--- config.mk ---
export PLATFORM = sky130hd
export DESIGN_NAME = mux_seq_nx1
export DESIGN_NICKNAME = d
export VERILOG_FILES = /design/src/rtl/mux_seq_nx1.sv
export SDC_FILE = /design/constraint.sdc
export NUM_CORES = 1
export LEC_CHECK = 0
export ABC_CLOCK_PERIOD_IN_PS = 1400
export BUFFER_PORTS_ARGS = -buffer_cell sky130_fd_sc_hd__buf_2
export CORE_AREA = 4 4 41 43
export CTS_CLUSTER_DIAMETER = 60
export DETAILED_ROUTE_END_ITERATION = 10
export DIE_AREA = 0 0 45 47
export SYNTH_ARGS = -nofsm -noshare
export SYNTH_HDL_FRONTEND = slang
export SYNTH_SLANG_ARGS = --single-unit
--- constraint.sdc ---
create_clock -name clk -period 1.4 [get_ports clk]
set_input_delay 0.07 -clock clk [delete_from_list [all_inputs] [get_ports clk]]
set_output_delay 0.07 -clock clk [all_outputs]
set_load 0.05 [all_outputs]
--- src/rtl/mux_seq_nx1.sv ---
// Registered N:1 multiplexer with a latched select, auto-scan and select range checking.
// Define MUX_HOLD_EN to add a `hold` input that freezes the select and output registers.
module mux_seq_nx1 #(
  parameter int unsigned N_IN  = 8,
  parameter int unsigned WIDTH = 1,
  parameter int unsigned SEL_W = 3
) (
  input  logic                  clk,
  input  logic                  rst,
  input  logic [N_IN*WIDTH-1:0] data_in,
  input  logic [SEL_W-1:0]      sel_in,
  input  logic                  sel_load,
  input  logic                  mode,
`ifdef MUX_HOLD_EN
  input  logic                  hold,
`endif
  output logic [WIDTH-1:0]      out_data,
  output logic [SEL_W-1:0]      out_sel,
  output logic                  out_valid,
  output logic                  scan_wrap,
  output logic                  sel_err
);

  localparam int unsigned NumSlots = 2 ** SEL_W;
  localparam logic [SEL_W:0]   NInW    = (SEL_W + 1)'(N_IN);
  localparam logic [SEL_W-1:0] LastSel = SEL_W'(N_IN - 1);

  // Unused slots above N_IN read as zero so the select can index the array at full width.
  logic [WIDTH-1:0] chan [NumSlots];

  for (genvar k = 0; k < NumSlots; k++) begin : g_chan
    if (k < N_IN) begin : g_used
      assign chan[k] = data_in[k*WIDTH +: WIDTH];
    end else begin : g_unused
      assign chan[k] = '0;
    end
  end

  logic [SEL_W-1:0] sel_q, sel_d;
  logic [WIDTH-1:0] data_q, data_d;
  logic [SEL_W-1:0] osel_q, osel_d;
  logic             valid_q;
  logic             wrap_q, wrap_d;
  logic             err_q, err_d;
  logic             sel_ok;
  logic             at_last;
  logic             frozen;

`ifdef MUX_HOLD_EN
  assign frozen = hold;
`else
  assign frozen = 1'b0;
`endif

  always_comb begin
    sel_ok  = {1'b0, sel_in} < NInW;
    at_last = (sel_q == LastSel);
    sel_d   = sel_q;
    wrap_d  = 1'b0;
    err_d   = 1'b0;
    data_d  = chan[sel_q];
    osel_d  = sel_q;

    if (sel_load && !sel_ok) begin
      err_d = 1'b1;
    end else if (sel_load) begin
      sel_d = sel_in;
    end else if (mode) begin
      sel_d  = at_last ? '0 : sel_q + SEL_W'(1);
      wrap_d = at_last;
    end

    // Range check still reports while frozen; everything else holds.
    if (frozen) begin
      sel_d  = sel_q;
      wrap_d = 1'b0;
      data_d = data_q;
      osel_d = osel_q;
    end
  end

  always_ff @(posedge clk or posedge rst) begin
    if (rst) begin
      sel_q   <= '0;
      data_q  <= '0;
      osel_q  <= '0;
      valid_q <= 1'b0;
      wrap_q  <= 1'b0;
      err_q   <= 1'b0;
    end else begin
      sel_q   <= sel_d;
      data_q  <= data_d;
      osel_q  <= osel_d;
      valid_q <= 1'b1;
      wrap_q  <= wrap_d;
      err_q   <= err_d;
    end
  end

  assign out_data  = data_q;
  assign out_sel   = osel_q;
  assign out_valid = valid_q;
  assign scan_wrap = wrap_q;
  assign sel_err   = err_q;

endmodule

==> impl_metrics.env, run 1 <==
export IMPL_power_density_nw_per_um2=1225
export IMPL_power_leakage_uw=0.0002971
export IMPL_yosys_area_top_type="dfrtp_1"
export IMPL_grt_pass1_wl_mm=1.028
export IMPL_grt_use_total_pct=7.280
export IMPL_status="completed"
export IMPL_peakVddDrop_mv=0.4053
export IMPL_synth_yosys_seq_area_share_pct=55.05
export IMPL_fillers=138
export IMPL_finalHoldViolCount=0
export IMPL_drc=0
export IMPL_min_period_over_period_pct=96.76
export IMPL_arrival_ps=1490
export IMPL_hp_class="primary input to register"
export IMPL_die_y_um=47
export IMPL_antenna_found_initial=0
export IMPL_finClkSkew_ps=0.5035
export IMPL_synthCells=30
export IMPL_synthesis_area_um2=409.1
export IMPL_vias=301
export IMPL_slew_violations=0
export IMPL_stdcell_count=70
export IMPL_numCtsBuffers=3
export IMPL_yosys_warnings=0
export IMPL_grt_max_degree=10
export IMPL_insertion_delay_ps=250
export IMPL_dp_hpwl_um=604.5
export IMPL_cp_max_fo=4
export IMPL_holdWs_ps=25.32
export IMPL_io_buffers=20
export IMPL_synthTopCellsByArea="dfrtp_1 (55%), mux4_1 (13%), ha_1 (6.1%), mux2i_1 (4.9%), mux2_2 (2.8%)"
export IMPL_setup_viol=0
export IMPL_routabilityCongestion=0.7079
export IMPL_antenna_cells=0
export IMPL_rsz0062_at_grt="no"
export IMPL_syn_nets=47
export IMPL_grt_pass1_vias=265
export IMPL_ys_ff_latch=9
export IMPL_post_synth_top_count_cell="dfrtp_1"
export IMPL_max_freq_mhz=738.2
export IMPL_rrSetupSlack_ps=50
export IMPL_worstSetupPathType="register to register"
export IMPL_clock_sinks=9
export IMPL_ys_flop_type="dfrtp_1"
export IMPL_syn_avg_cell_area_um2=13.64
export IMPL_pin_count=22
export IMPL_synth_common_cells="dfrtp_1 (9), nand2_1 (3)"
export IMPL_htree_levels=1
export IMPL_drive_gt1_share_pct=47.27
export IMPL_cts_tree="built"
export IMPL_drv_cap=0
export IMPL_core_area_um2=1301
export IMPL_start_util_pct=31.44
export IMPL_end_kind="register"
export IMPL_die_area_um2=2115
export IMPL_viasPerCell=4.300
export IMPL_finalNetCount=73
export IMPL_clockBufferDepth=2
export IMPL_cts_clk_slew_worst_paths_ps=60
export IMPL_rr_startpoint="osel_d[0]$_DFFE_PP0P_"
export IMPL_ys_async_sr_fraction_pct=100.0
export IMPL_die_x_um=45
export IMPL_synth_edf_count=0
export IMPL_start_kind="register"
export IMPL_worstPathRequired_ps=1540
export IMPL_ant_nets=0
export IMPL_r2r_end="out_data$_DFF_PP0_"
export IMPL_crit_start="osel_d[0]$_DFFE_PP0P_"
export IMPL_yosys_area_top_type_share_pct=55.05
export IMPL_cts_setup_buffers=0
export IMPL_areaGrowthSynthToFinish_pct=37.92
export IMPL_ys_types=15
export IMPL_num_rows=13
export IMPL_crit_end="out_data$_DFF_PP0_"
export IMPL_drtPass1Iterations=1
export IMPL_wl_um=728
export IMPL_gr_total_overflow=0
export IMPL_setup_tns_ps=0
export IMPL_reg2regPathDepth=2
export IMPL_period_needed_ps=1355
export IMPL_drt_iter0_markers=0
export IMPL_wl_per_cell_um=10.40
export IMPL_cts_root_buf="clkbuf_4"
export IMPL_dpl_cell_count=65
==> final cells by class <==
type                    instances  area [µm²]  share of cell area (%)
clock buffers                   4       26.28                   4.656
repair buffers                 22       117.6                   20.84
flip-flops and latches          9       225.2                   39.91
multi-input cells              19       172.7                   30.60
inverters                       1       3.754                  0.6652
well taps                      15       18.77                   3.326
==> per-layer routing <==
metal / up-vias / part of all wire (%) / GRT usage [%]
met4: 0 / 2.6 / 8.772
met2: 13 / 50 / 11.02
met5: - / 0 / 0
li1: 153 / - / -
met1: 133 / 38 / 7.783
met3: 2 / 9.6 / 1.533
==> logic make-up (layout without fill, tap and decap cells) <==
family	after synthesis	after routing	share of synthesized area [%]
flops	9	9	55.05
simple gates	7	7	9.175
mux	5	5	20.49
compound gates	3	3	4.588
fa+ha+maj	2	2	6.115
other cells	2	2	1.836
buf+inv	2	27	2.752
==> critical path, cell delays in order, from the launching register on <==
cell and delay, ps:
dfrtp_1 410, mux4_1 560, mux2_2 270
==> power breakdown <==
part           internal, µW  switching [µW]
Sequential              291            17.9
Clock                   109            81.6
Combinational          72.4             119
==> how the worst min path moves through the flow <==
| stage | endpoint | depth (start not counted) | startpoint |
|---|---|---|---|
| 2_1_floorplan | osel_d[0]$_DFFE_PP0P_ | 1 | rst |
| 3_3_place_gp | out_valid$_DFF_PP0_ | 2 | rst |
| 3_5_place_dp | out_valid$_DFF_PP0_ | 2 | rst |
| 4_1_cts | osel_d[1]$_DFFE_PP0P_ | 3 | sel_in[1] |
| 5_1_grt | osel_d[1]$_DFFE_PP0P_ | 3 | sel_in[1] |
| 6_report | osel_d[1]$_DFFE_PP0P_ | 3 | sel_in[1] |
==> repair_timing <==
action,CTS,global route
hold buffers,1,0
endpoints found under the hold margin,9,0
resized for setup,0,0
==> metrics by stage <==
stage	area, µm²	setup slack (ps)	total power [µW]	utilization [%]
2_1_floorplan	409.1	72.69	449.1	-
3_3_place_gp	528.0	82.57	503.4	40.58
3_5_place_dp	528.0	42.98	505.4	40.58
4_1_cts	564.3	32.68	707.2	43.37
5_1_grt	564.3	3.494	740.2	43.37
6_report	564.3	45.41	691.1	43.37
==> flip-flops by register name, summed over array words and instances, names as in the netlist <==
register and flops:
osel_d 3, scan_wrap 1, out_sel 3, out_data 1, out_valid 1
==> layout by cell type (no fill, tap or decap), types with 2 or more instances in the layout <==
master    count
nand2_1       3
ha_1          2
o21ai_0       2
buf_2        20
clkbuf_4      3
mux2i_1       2
dfrtp_1       9
mux4_1        2
conb_1        2
No activity file was read; power rests on OpenSTA's default activity.
==> inputs of run 2 (changes only) <==
--- a/config.mk
+++ b/config.mk
@@ -11,6 +11,7 @@
 export CTS_CLUSTER_DIAMETER = 60
 export DETAILED_ROUTE_END_ITERATION = 10
 export DIE_AREA = 0 0 45 47
+export PLACE_DENSITY = 0.63
 export SYNTH_ARGS = -nofsm -noshare
 export SYNTH_HDL_FRONTEND = slang
 export SYNTH_SLANG_ARGS = --single-unit
==> run 2 against run 1 <==
Effect of this change: combinational power rose by 4%; clock power barely moved; fmax rose by 3.6%; critical path depth did not move; sequential share of layout area rose by 0.67 points; setup slack improved by 47 ps; largest cell class unchanged.
==> impl_metrics.env, run 2 (same netlist as run 1, synthesis figures left out) <==
export IMPL_finalNetCount=73
export IMPL_final_common_cell="buf_2"
export IMPL_die_y_um=47
export IMPL_r2r_end="out_data$_DFF_PP0_"
export IMPL_gr_total_overflow=0
export IMPL_clock_sinks=9
export IMPL_wl_met3_um=80
export IMPL_preCtsSetupSlack_ps=17.13
export IMPL_viasPerCell=4.329
export IMPL_drc=0
export IMPL_final_cell_mix="buf_2 (20), dfrtp_1 (8), nand2_1 (3), clkbuf_4 (3)"
export IMPL_worstPathRequired_ps=1540
export IMPL_slew_violations=0
export IMPL_end_kind="register"
export IMPL_rsz0062_at_grt="no"
export IMPL_power_frac_clock_pct=27.2
export IMPL_num_rows=13
export IMPL_io_buffers=20
export IMPL_power_density_nw_per_um2=1255
export IMPL_core_area_um2=1301
export IMPL_insertion_delay_ps=250
export IMPL_hp_start="sel_in[1]"
export IMPL_max_freq_mhz=764.7
export IMPL_power_leakage_uw=0.0002881
export IMPL_finalHoldViolCount=0
export IMPL_intPower_uw=475.2
export IMPL_start_kind="register"
export IMPL_areaGrowthSynthToFinish_pct=36.39
export IMPL_pin_count=22
export IMPL_status="completed"
export IMPL_dr_wl_met2_um=491
export IMPL_setup_tns_ps=0
export IMPL_routabilityCongestion=0.7165
export IMPL_m1WireLength_um=311
export IMPL_wl_um=883
export IMPL_grt_use_total_pct=9.558
export IMPL_cp_max_fo=4
export IMPL_antenna_cells=0
export IMPL_design_area_um2=558.0
export IMPL_p_sw_uw=224.9
export IMPL_finClkSkew_ps=1.078
export IMPL_die_x_um=45
export IMPL_arrival_ps=1440
export IMPL_antenna_found_initial=0
export IMPL_drive_gt1_share_pct=52.73
export IMPL_drt_iter0_markers=0
export IMPL_timing_final_ws_setup_ps=92.33
export IMPL_switching_share_pct=32.12
export IMPL_vias=303
export IMPL_start_util_pct=31.44
export IMPL_grt_max_degree=10
export IMPL_clockBufferDepth=2
export IMPL_cts_clk_slew_worst_paths_ps=60
export IMPL_peakVddDrop_mv=0.4864
export IMPL_rrSetupSlack_ps=90
export IMPL_highest_layer="met3"
export IMPL_cts_setup_buffers=0
export IMPL_holdWs_ps=21.69
export IMPL_drv_cap=0
export IMPL_grt_pass1_vias=320
export IMPL_grt_pass1_wl_mm=1.338
export IMPL_cts_tree="built"
export IMPL_setup_viol=0
export IMPL_min_period_over_period_pct=93.41
export IMPL_drtPass1Iterations=1
export IMPL_reg2regPathDepth=2
export IMPL_p_seq_share_pct=44.4
export IMPL_rr_startpoint="osel_d[0]$_DFFE_PP0P_"
export IMPL_comb_power_share_pct=28.4
export IMPL_worstSetupPathType="register to register"
export IMPL_min_to="osel_d[1]$_DFFE_PP0P_"
export IMPL_dp_hpwl_um=719.8
export IMPL_hold_depth=3
export IMPL_ant_nets=0
export IMPL_hp_class="primary input to register"
export IMPL_htree_levels=1
export IMPL_die_area_um2=2115
export IMPL_place_area_um2=528.0
export IMPL_period_needed_ps=1308
export IMPL_wl_per_cell_um=12.61
export IMPL_cts_root_buf="clkbuf_4"
export IMPL_numCtsBuffers=3
==> run 2: layer usage <==
metal	up-vias	track usage, %
met1	139	8.831
li1	152	-
met2	12	18.64
met5	-	0
met3	0	3.831
met4	0	3.509
==> run 2: area by class of cell <==
class / count / area [µm²]
Fill cell: 143 / 743.2
Sequential cell: 9 / 226.5
Multi-Input combinational cell: 19 / 165.2
Timing Repair Buffer: 22 / 117.6
Clock buffer: 4 / 26.28
Tap cell: 15 / 18.77
Inverter: 1 / 3.754
==> run 2: metrics by stage <==
step | util [%] | total power, µW | instances
finish | 42.88 | 700.1 | 70
global route | 42.88 | 750.2 | 70
CTS | 43.37 | 710.6 | 70
detailed placement | 40.58 | 510.9 | 65
global placement | 40.58 | 503.7 | 65
floorplan | - | 449.1 | 30
==> run 2: what timing repair did <==
| action | in CTS | in global routing |
|---|---|---|
| hold buffers | 1 | 0 |
| gates resized for setup | 0 | 3 |
| endpoints found under the hold margin | 9 | 0 |
| endpoints found under the setup margin | 0 | 1 |
==> run 2: power by group through the flow <==
stage / logic (µW) / clock network (µW) / registers (µW)
final: 199 / 190 / 311
after global routing: 217 / 217 / 316
after CTS: 200 / 202 / 309
after detailed placement: 197 / 0 / 314
after global placement: 190 / 0 / 313
after floorplan: 63.3 / 0 / 386
==> run 2: how the worst max path moves through the flow <==
| stage | slack (ps) | cells after the start | endpoint | from |
|---|---|---|---|---|
| 2_1_floorplan | 70 | 2 | out_data$_DFF_PP0_ | osel_d[0]$_DFFE_PP0P_ |
| 3_3_place_gp | 80 | 2 | out_data$_DFF_PP0_ | osel_d[0]$_DFFE_PP0P_ |
| 3_5_place_dp | 20 | 2 | out_data$_DFF_PP0_ | osel_d[0]$_DFFE_PP0P_ |
| 4_1_cts | 5 | 2 | out_data$_DFF_PP0_ | osel_d[0]$_DFFE_PP0P_ |
| 5_1_grt | 20 | 4 | osel_d[2]$_DFFE_PP0P_ | osel_d[0]$_DFFE_PP0P_ |
| 6_report | 90 | 2 | out_data$_DFF_PP0_ | osel_d[0]$_DFFE_PP0P_ |
==> run 2: worst max-delay path, cell delays in order, from the launching register on <==
cell and delay [ps]:
dfrtp_2 410, mux4_2 510, mux2_2 270
